**src/rtl/mario_motion_ctrl.sv**
```systemverilog
// Per-frame player sprite motion: horizontal walking with wall clamps plus a
// GROUNDED/RISING/FALLING vertical state machine with fixed-step gravity, floor and ceiling.
module mario_motion_ctrl #(
  parameter logic [9:0] X_START   = 10'd320,
  parameter logic [9:0] X_MIN     = 10'd0,
  parameter logic [9:0] X_MAX     = 10'd639,
  parameter logic [9:0] Y_MIN     = 10'd0,
  parameter logic [9:0] GROUND_Y  = 10'd469,
  parameter logic [9:0] SIZE      = 10'd4,
  parameter logic [9:0] WALK_STEP = 10'd2,
  parameter logic [9:0] JUMP_V    = 10'd8,
  parameter logic [9:0] GRAV      = 10'd1,
  parameter logic [9:0] MAX_FALL  = 10'd8
) (
  input  logic       frame_clk,
  input  logic       Reset,
  input  logic [7:0] keycode,
  output logic [9:0] MarioX,
  output logic [9:0] MarioY,
  output logic [9:0] MarioS,
  output logic [1:0] State,
  output logic       FacingRight
);

  localparam logic [7:0] KEY_LEFT  = 8'h04;
  localparam logic [7:0] KEY_RIGHT = 8'h07;
  localparam logic [7:0] KEY_JUMP  = 8'h1A;

  typedef enum logic [1:0] {
    GROUNDED = 2'b00,
    RISING   = 2'b01,
    FALLING  = 2'b10,
    ILLEGAL  = 2'b11
  } state_t;

  state_t     r_state;
  logic [9:0] r_x;
  logic [9:0] r_y;
  logic [9:0] r_vel;
  logic       r_facing;

  state_t     w_stateNext;
  logic [9:0] w_xNext;
  logic [9:0] w_yNext;
  logic [9:0] w_velNext;
  logic       w_facingNext;

  // Widened sums so every bound test is done before any subtraction can wrap.
  logic [10:0] w_xRightSum;
  logic [10:0] w_xRightLimit;
  logic [10:0] w_ceilLimit;
  logic [10:0] w_yFallSum;
  logic [10:0] w_velFallSum;

  assign w_xRightSum   = {1'b0, r_x} + {1'b0, WALK_STEP};
  assign w_xRightLimit = {1'b0, X_MAX} - {1'b0, SIZE};
  assign w_ceilLimit   = {1'b0, Y_MIN} + {1'b0, SIZE} + {1'b0, r_vel};
  assign w_yFallSum    = {1'b0, r_y} + {1'b0, r_vel};
  assign w_velFallSum  = {1'b0, r_vel} + {1'b0, GRAV};

  always_comb begin
    w_stateNext  = r_state;
    w_xNext      = r_x;
    w_yNext      = r_y;
    w_velNext    = r_vel;
    w_facingNext = r_facing;

    if (keycode == KEY_LEFT) begin
      w_facingNext = 1'b0;
      if (r_x < X_MIN + SIZE + WALK_STEP) w_xNext = X_MIN + SIZE;
      else                                w_xNext = r_x - WALK_STEP;
    end else if (keycode == KEY_RIGHT) begin
      w_facingNext = 1'b1;
      if (w_xRightSum > w_xRightLimit) w_xNext = X_MAX - SIZE;
      else                             w_xNext = r_x + WALK_STEP;
    end

    case (r_state)
      GROUNDED: begin
        w_yNext   = GROUND_Y;
        w_velNext = '0;
        if (keycode == KEY_JUMP) begin
          w_stateNext = RISING;
          w_velNext   = JUMP_V;
          w_yNext     = r_y;
        end
      end
      RISING: begin
        if ({1'b0, r_y} < w_ceilLimit) begin
          w_yNext     = Y_MIN + SIZE;
          w_velNext   = '0;
          w_stateNext = FALLING;
        end else begin
          w_yNext   = r_y - r_vel;
          w_velNext = (r_vel > GRAV) ? r_vel - GRAV : '0;
          if (r_vel <= GRAV) w_stateNext = FALLING;
        end
      end
      FALLING: begin
        if (w_yFallSum >= {1'b0, GROUND_Y}) begin
          w_yNext     = GROUND_Y;
          w_velNext   = '0;
          w_stateNext = GROUNDED;
        end else begin
          w_yNext   = r_y + r_vel;
          w_velNext = (w_velFallSum >= {1'b0, MAX_FALL}) ? MAX_FALL : r_vel + GRAV;
        end
      end
      default: begin
        w_stateNext = FALLING;
        w_velNext   = '0;
      end
    endcase
  end

  always_ff @(posedge frame_clk or posedge Reset) begin
    if (Reset) begin
      r_state  <= GROUNDED;
      r_x      <= X_START;
      r_y      <= GROUND_Y;
      r_vel    <= '0;
      r_facing <= 1'b1;
    end else begin
      r_state  <= w_stateNext;
      r_x      <= w_xNext;
      r_y      <= w_yNext;
      r_vel    <= w_velNext;
      r_facing <= w_facingNext;
    end
  end

  assign MarioX      = r_x;
  assign MarioY      = r_y;
  assign MarioS      = SIZE;
  assign State       = r_state;
  assign FacingRight = r_facing;

endmodule

```
**config.mk**
```make
export PLATFORM = sky130hd
export DESIGN_NAME = mario_motion_ctrl
export DESIGN_NICKNAME = d
export VERILOG_FILES = /design/src/rtl/mario_motion_ctrl.sv
export SDC_FILE = /design/constraint.sdc
export NUM_CORES = 1
export LEC_CHECK = 0
export ABC_AREA = 1
export CORE_ASPECT_RATIO = 1.2
export CORE_MARGIN = 8
export CORE_UTILIZATION = 30
export DETAILED_ROUTE_END_ITERATION = 12
export GPL_ROUTABILITY_DRIVEN = 0
export PLACE_DENSITY = 0.58
export SYNTH_ARGS = -nofsm -noshare
export SYNTH_HDL_FRONTEND = slang
export SYNTH_SLANG_ARGS = --single-unit
```
**constraint.sdc**
```tcl
create_clock -name frame_clk -period 2.85 [get_ports frame_clk]
set_clock_uncertainty 0.05 [all_clocks]
set_input_delay 0.285 -clock frame_clk [delete_from_list [all_inputs] [get_ports frame_clk]]
set_output_delay 0.285 -clock frame_clk [all_outputs]
set_load 0.005 [all_outputs]
```
==> impl_metrics.toml, run 1 <==
[run_status]
status = "complete, no violations"

[sta]
fin_ws_ns = 0.170
finalHoldViolations = 0
relSlewSlack_pct = 62.6
rsz0062_at_grt = "no"
fin_hold_ws_ns = 0.357
totalNegativeSetupSlack_ns = 0
report.final.slew_viol_count = 0
setup_viol = 0
post-route-period-util_pct = 94.0
final.min_clock_period_ns = 2.68
tightestPinTransition_ns = 0.560
fmax_mhz = 373

[synthesis]
yosysSeqAreaShare_pct = 21.4
synth-edff-count = 0
yosysUniqueCellTypes = 41
synth-seq-cells = 33
yosysWarnings = 0
yosysMostFrequentCell = "nand2_1"
synthTopCellsByArea = "dfrtp_1 15%, nand2_1 14%, ha_1 12%"
synth_area_sq_um = 3910
ys.flop_type = "dfrtp_1"
yosys.area.top_type = "dfrtp_1"
yosys.area.top_type_share_pct = 15.3
async_flop_share_pct = 100
synth.avg_cell_area_sq_um = 6.58
synth_common_cells = "143 x nand2_1, 80 x inv_1, 50 x nor2_1, 49 x nand3_1, 38 x ha_1"
synthCells = 595

[layout]
register_area_sq_um = 843
num-nets-final = 678
drive_gt1_share_pct = 9.86
area_growth_pct = 16.4
diodes = 0
stdcell_area_sq_um = 4560
multi_input_area_sq_um = 2610
fill_cells = 1374

[clocking]
path_clk_slew_ns = 0.06
holdBufCountCts = 0
cts_num_sinks = 33
cts_buffers = 5
clockBufferDepth = 2
h-tree-depth = 2
cts_tree = "done"
clock_latency_ns = 0.29
root_buffer = "clkbuf_16"

[floorplan]
io_pins = 43
core_sq_um = 12700
die_w_um = 120
fp.dieH_um = 141
row_count = 45
initial_utilization_pct = 30.8
die_area_sq_um = 17000

[routing]
num_vias = 3959
m1WireLength_um = 4830
wirelength_um = 12000
drtIter0Drc = 216
post-route-drc-count = 0
dr.max_layer_used = "met4"
wl_met3_um = 567
wire_per_inst_um = 15.1
wl_met2_um = 6050
vias_per_cell = 4.99
dr.pass1.iters = 4
ant_nets = 0

[worst_setup_path]
end_kind = "flip-flop"
reg2regPathDepth = 15
required_ns = 2.97
reg2reg_setup_slack_ns = 0.17
cp-startpoint = "MarioY[0]"
crit_path_end = "State[1]"
reg2reg_to = "State[1]"
startpoint_type = "flip-flop"
critPathKind = "flip-flop to flip-flop"
timing.rr.start = "MarioY[0]"
cp.arrival_ns = 2.80
crit_path_max_fanout = 8

[pwr]
max-vdd-ir-drop_v = 0.000273
leakage_nw = 2.31
power.density_nw_per_um2 = 312

[global_routing]
grt_pass1_wl_um = 19800
grt_overflow = 0
antenna_found_initial = 0
grt_max_degree = 34
gr-usage-all-layers_pct = 14.5
grt_pass1_vias = 4084

[job]
cap_violations = 0

[placement]
place_area_sq_um = 4370
dpl_worst_slack_ns = 0.163
dpl.hpwl_um = 9580
io_buffers = 32

[hold_path]
hold_path_class = "input port to asynchronous set/reset pin"
## registers in the layout (all words and copies together), names as in the netlist
register	count
r_vel	10
MarioX	10
MarioY	10
State	2
FacingRight	1
## worst max-delay path, stage by stage (launching register included)
cell and delay, ns:
dfstp_2 0.56, ha_1 0.24, inv_1 0.10, fa_1 0.42, inv_1 0.10, nand2_1 0.08
nand2_1 0.13, nand2_1 0.08, nand3_1 0.07, nand2_1 0.12, nor2_2 0.14, nand3_4 0.14
nand3_2 0.14, nand3_2 0.08, nand2_1 0.06, nand2_1 0.05
## cells in the final DEF (no fill, tap or decap), types with 2 or more instances in the layout
cell,synthesis,routed
a22oi_1,6,6
dfrtp_1,24,19
dfstp_2,9,9
inv_2,10,10
a211oi_1,2,2
nand3_1,49,49
nand4_1,23,23
a21oi_1,30,30
a21oi_2,3,3
ha_1,38,37
nor3_1,13,13
clkbuf_1,3,2
a31oi_1,3,3
inv_1,80,80
nor3_2,2,2
xnor2_1,6,6
clkdlybuf4s50_1,0,32
buf_4,12,11
o21ai_1,6,6
dfrtp_2,0,5
clkinv_1,2,2
o21bai_1,3,3
nand2_2,4,4
conb_1,2,10
fa_1,2,2
nand2_1,143,143
xor2_1,24,24
nand3_2,5,4
o21ai_0,19,19
nor2_2,2,2
clkbuf_16,0,5
nor2_1,50,50
nand3_4,1,2
## final cells by class
type	count	area share (%)
Inverter	92	7.58
Clock buffer	8	3.21
Tap cell	164	4.50
Multi-Input combinational cell	453	57.4
Timing Repair Buffer	43	8.84
Sequential cell	33	18.5
## where the power goes
group          internal [mW]  leakage [nW]  switching, mW
sequential             0.500         0.380         0.0462
clock                  0.349        0.0712          0.215
combinational          0.137          1.86          0.174
total                  0.986          2.31          0.435
## timing repair
| item | in CTS | in global routing |
|---|---|---|
| resized for setup | 0 | 7 |
| setup endpoints to repair | 0 | 16 |
| buffers inserted | 0 | 3 |
## through the flow
stage / utilization, % / cells / power, mW
after floorplan: - / 603 / 0.750
after global placement: 34.4 / 782 / 0.861
after detailed placement: 34.4 / 782 / 0.863
after CTS: 35.5 / 790 / 1.43
after global routing: 35.8 / 793 / 1.49
final: 35.8 / 793 / 1.42
## logic make-up (layout without fill, tap and decap cells)
group	Yosys count	count (layout)	synth area share, %
AO/OA/AOI/OAI	75	75	10.9
flip-flops	33	33	21.4
other	2	10	0.192
XOR/XNOR	30	30	6.71
buffers and inverters	117	143	12.9
AND/OR/NAND/NOR	298	298	34.8
adder cells (fa/ha/maj)	40	40	13.2
## worst min-delay path by stage
stage	from	to	slack (ns)
final	Reset	MarioX[9]	0.36
after detailed placement	FacingRight	FacingRight	0.44
after global routing	Reset	MarioX[9]	0.42
after global placement	FacingRight	FacingRight	0.44
after floorplan	Reset	MarioX[0]	0.36
after CTS	Reset	MarioX[0]	0.38
## metal layers
metal  vias to the layer above  GRT usage, %
li1                       1962             -
met1                      1836          15.6
met2                       121          25.8
met3                        40          2.36
met4                         0          8.89
met5                         -             0
Power figures use the tool's default switching activity.
==> run 2: changes to the inputs <==
--- a/config.mk
+++ b/config.mk
@@ -11,7 +11,7 @@
 export CORE_UTILIZATION = 30
 export DETAILED_ROUTE_END_ITERATION = 12
 export GPL_ROUTABILITY_DRIVEN = 0
-export PLACE_DENSITY = 0.58
+export PLACE_DENSITY = 0.6
 export SYNTH_ARGS = -nofsm -noshare
 export SYNTH_HDL_FRONTEND = slang
 export SYNTH_SLANG_ARGS = --single-unit
==> constraint.sdc (replaced) <==
create_clock -name frame_clk -period 2.25 [get_ports frame_clk]
set_clock_uncertainty 0.05 [all_clocks]
set_input_delay 0.3375 -clock frame_clk [delete_from_list [all_inputs] [get_ports frame_clk]]
set_output_delay 0.3375 -clock frame_clk [all_outputs]
set_load 0.005 [all_outputs]
==> impl_metrics.toml, run 2 (synthesis results as in run 1) <==
[run_status]
status = "finished with violations"
violations = "setup timing"

[sta]
rsz0062_at_grt = "yes"
tightestPinTransition_ns = 0.606
finalHoldViolations = 0
final.min_clock_period_ns = 2.44
fin_ws_ns = -0.189
post-route-period-util_pct = 108
relSlewSlack_pct = 59.6
setup_viol = 22
report.final.slew_viol_count = 0
fmax_mhz = 410

[placement]
dpl.hpwl_um = 10100
io_buffers = 32

[routing]
wirelength_um = 13600
vias_per_cell = 4.97
post-route-drc-count = 0
drtIter0Drc = 306
wire_per_inst_um = 15.4
num_vias = 4382
ant_nets = 0
dr.pass1.iters = 5

[floorplan]
row_count = 45
core_sq_um = 12700
initial_utilization_pct = 30.8
io_pins = 43
die_area_sq_um = 17000
fp.dieH_um = 141
die_w_um = 120

[layout]
area_growth_pct = 43.2
layout_commonest_cell = "nand2_1"
num-nets-final = 766
final_cell_mix = "126 x nand2_1, 90 x buf_4, 73 x inv_1, 46 x nand3_1, 42 x nor2_1"
post-route-util_pct = 44.0
drive_gt1_share_pct = 30.4
diodes = 0

[pwr]
max-vdd-ir-drop_v = 0.000365
power.density_nw_per_um2 = 337
finalPower_mw = 1.89
leakage_nw = 2.82

[clocking]
clockBufferDepth = 2
holdBufCountCts = 0
clock_latency_ns = 0.28
path_clk_slew_ns = 0.06
root_buffer = "clkbuf_16"
cts_num_sinks = 33
h-tree-depth = 2
cts_buffers = 5
cts_tree = "done"

[worst_setup_path]
reg2regPathDepth = 15
reg2reg_setup_slack_ns = -0.19
crit_path_max_fanout = 6
end_kind = "flip-flop"
cp.arrival_ns = 2.55
timing.rr.start = "r_vel[7]"
reg2reg_to = "r_vel[1]"
startpoint_type = "flip-flop"
required_ns = 2.36
critPathKind = "flip-flop to flip-flop"

[hold_path]
hold_path_class = "input port to asynchronous set/reset pin"

[global_routing]
grt_pass1_wl_um = 21100
antenna_found_initial = 0
grt_pass1_vias = 4346
grt_overflow = 0
grt_max_degree = 34
gr-usage-all-layers_pct = 15.3

[job]
cap_violations = 0
==> run 2: cell types whose count changed in the layout (fill, tap and decap cells not counted), moves of 7 or more <==
cell	before	now
a21oi_1	30	20
a21oi_2	3	12
buf_4	11	90
ha_1	37	30
inv_1	80	73
inv_2	10	18
nand2_1	143	126
nand2_2	4	17
nor2_1	50	42
==> run 2: repair_timing <==
item,4_1_cts,5_1_grt
gates cloned,1,1
pin swaps,28,31
setup buffers,11,8
hold endpoints to repair,0,0
endpoints found under the setup margin,22,22
gates resized for setup,47,51
==> run 2: through the flow <==
stage / cells / worst slack (ns) / setup TNS (ns) / hold WS [ns] / instance area (sq um)
2_1_floorplan: 603 / 0.00566 / 0 / 0.410 / 3950
5_1_grt: 881 / -0.325 / -5.51 / 0.461 / 5600
3_3_place_gp: 852 / -0.298 / -2.35 / 0.443 / 4900
3_5_place_dp: 852 / -0.282 / -2.96 / 0.444 / 4900
6_report: 881 / -0.189 / -2.50 / 0.406 / 5600
4_1_cts: 872 / -0.118 / -1.36 / 0.425 / 5340
==> run 2: report_power, final <==
part	internal (mW)	switching, mW	total, mW
clock	0.524	0.279	0.803
combinational	0.173	0.216	0.390
sequential	0.633	0.0630	0.696
total	1.33	0.558	1.89
==> run 2: how the worst max path moves through the flow <==
stage	start	end	slack, ns	cells after the start
final	r_vel[7]	r_vel[1]	-0.19	15
after CTS	r_vel[3]	MarioY[1]	-0.12	16
after global routing	r_vel[7]	r_vel[1]	-0.32	15
after floorplan	r_vel[3]	State[0]	0.006	15
after global placement	r_vel[3]	MarioY[1]	-0.30	16
after detailed placement	r_vel[3]	MarioY[1]	-0.28	16
==> run 2: final cells by class <==
cell class	instances	area, sq um
Timing Repair Buffer	129	1080
Clock buffer	5	125
Multi-Input combinational cell	455	2960
Tap cell	164	205
Sequential cell	33	842
Fill cell	1264	7120
Inverter	92	345
Clock inverter	3	46.3
==> run 2: layer usage <==
metal  routed length, um  vias to the layer above  track usage, %
met3                 630                       15            2.08
met1                5490                     2077            17.3
met2                7260                      138            28.5
met4                 191                        0            5.34
li1                    -                     2152               -
met5                   0                        -               0
==> run 2: critical path, cell delays in order (launching register included) <==
cell and delay (ns):
dfrtp_1 0.45, nand2_2 0.11, nor2_4 0.15, nand2_2 0.08, xor2_1 0.14, ha_1 0.31, a21o_1 0.16, nand3_1 0.07
nand2_1 0.06, nor2_2 0.15, nand2_4 0.10, buf_12 0.14, nand3_4 0.12, inv_2 0.05, o21ai_1 0.11, a21oi_1 0.05
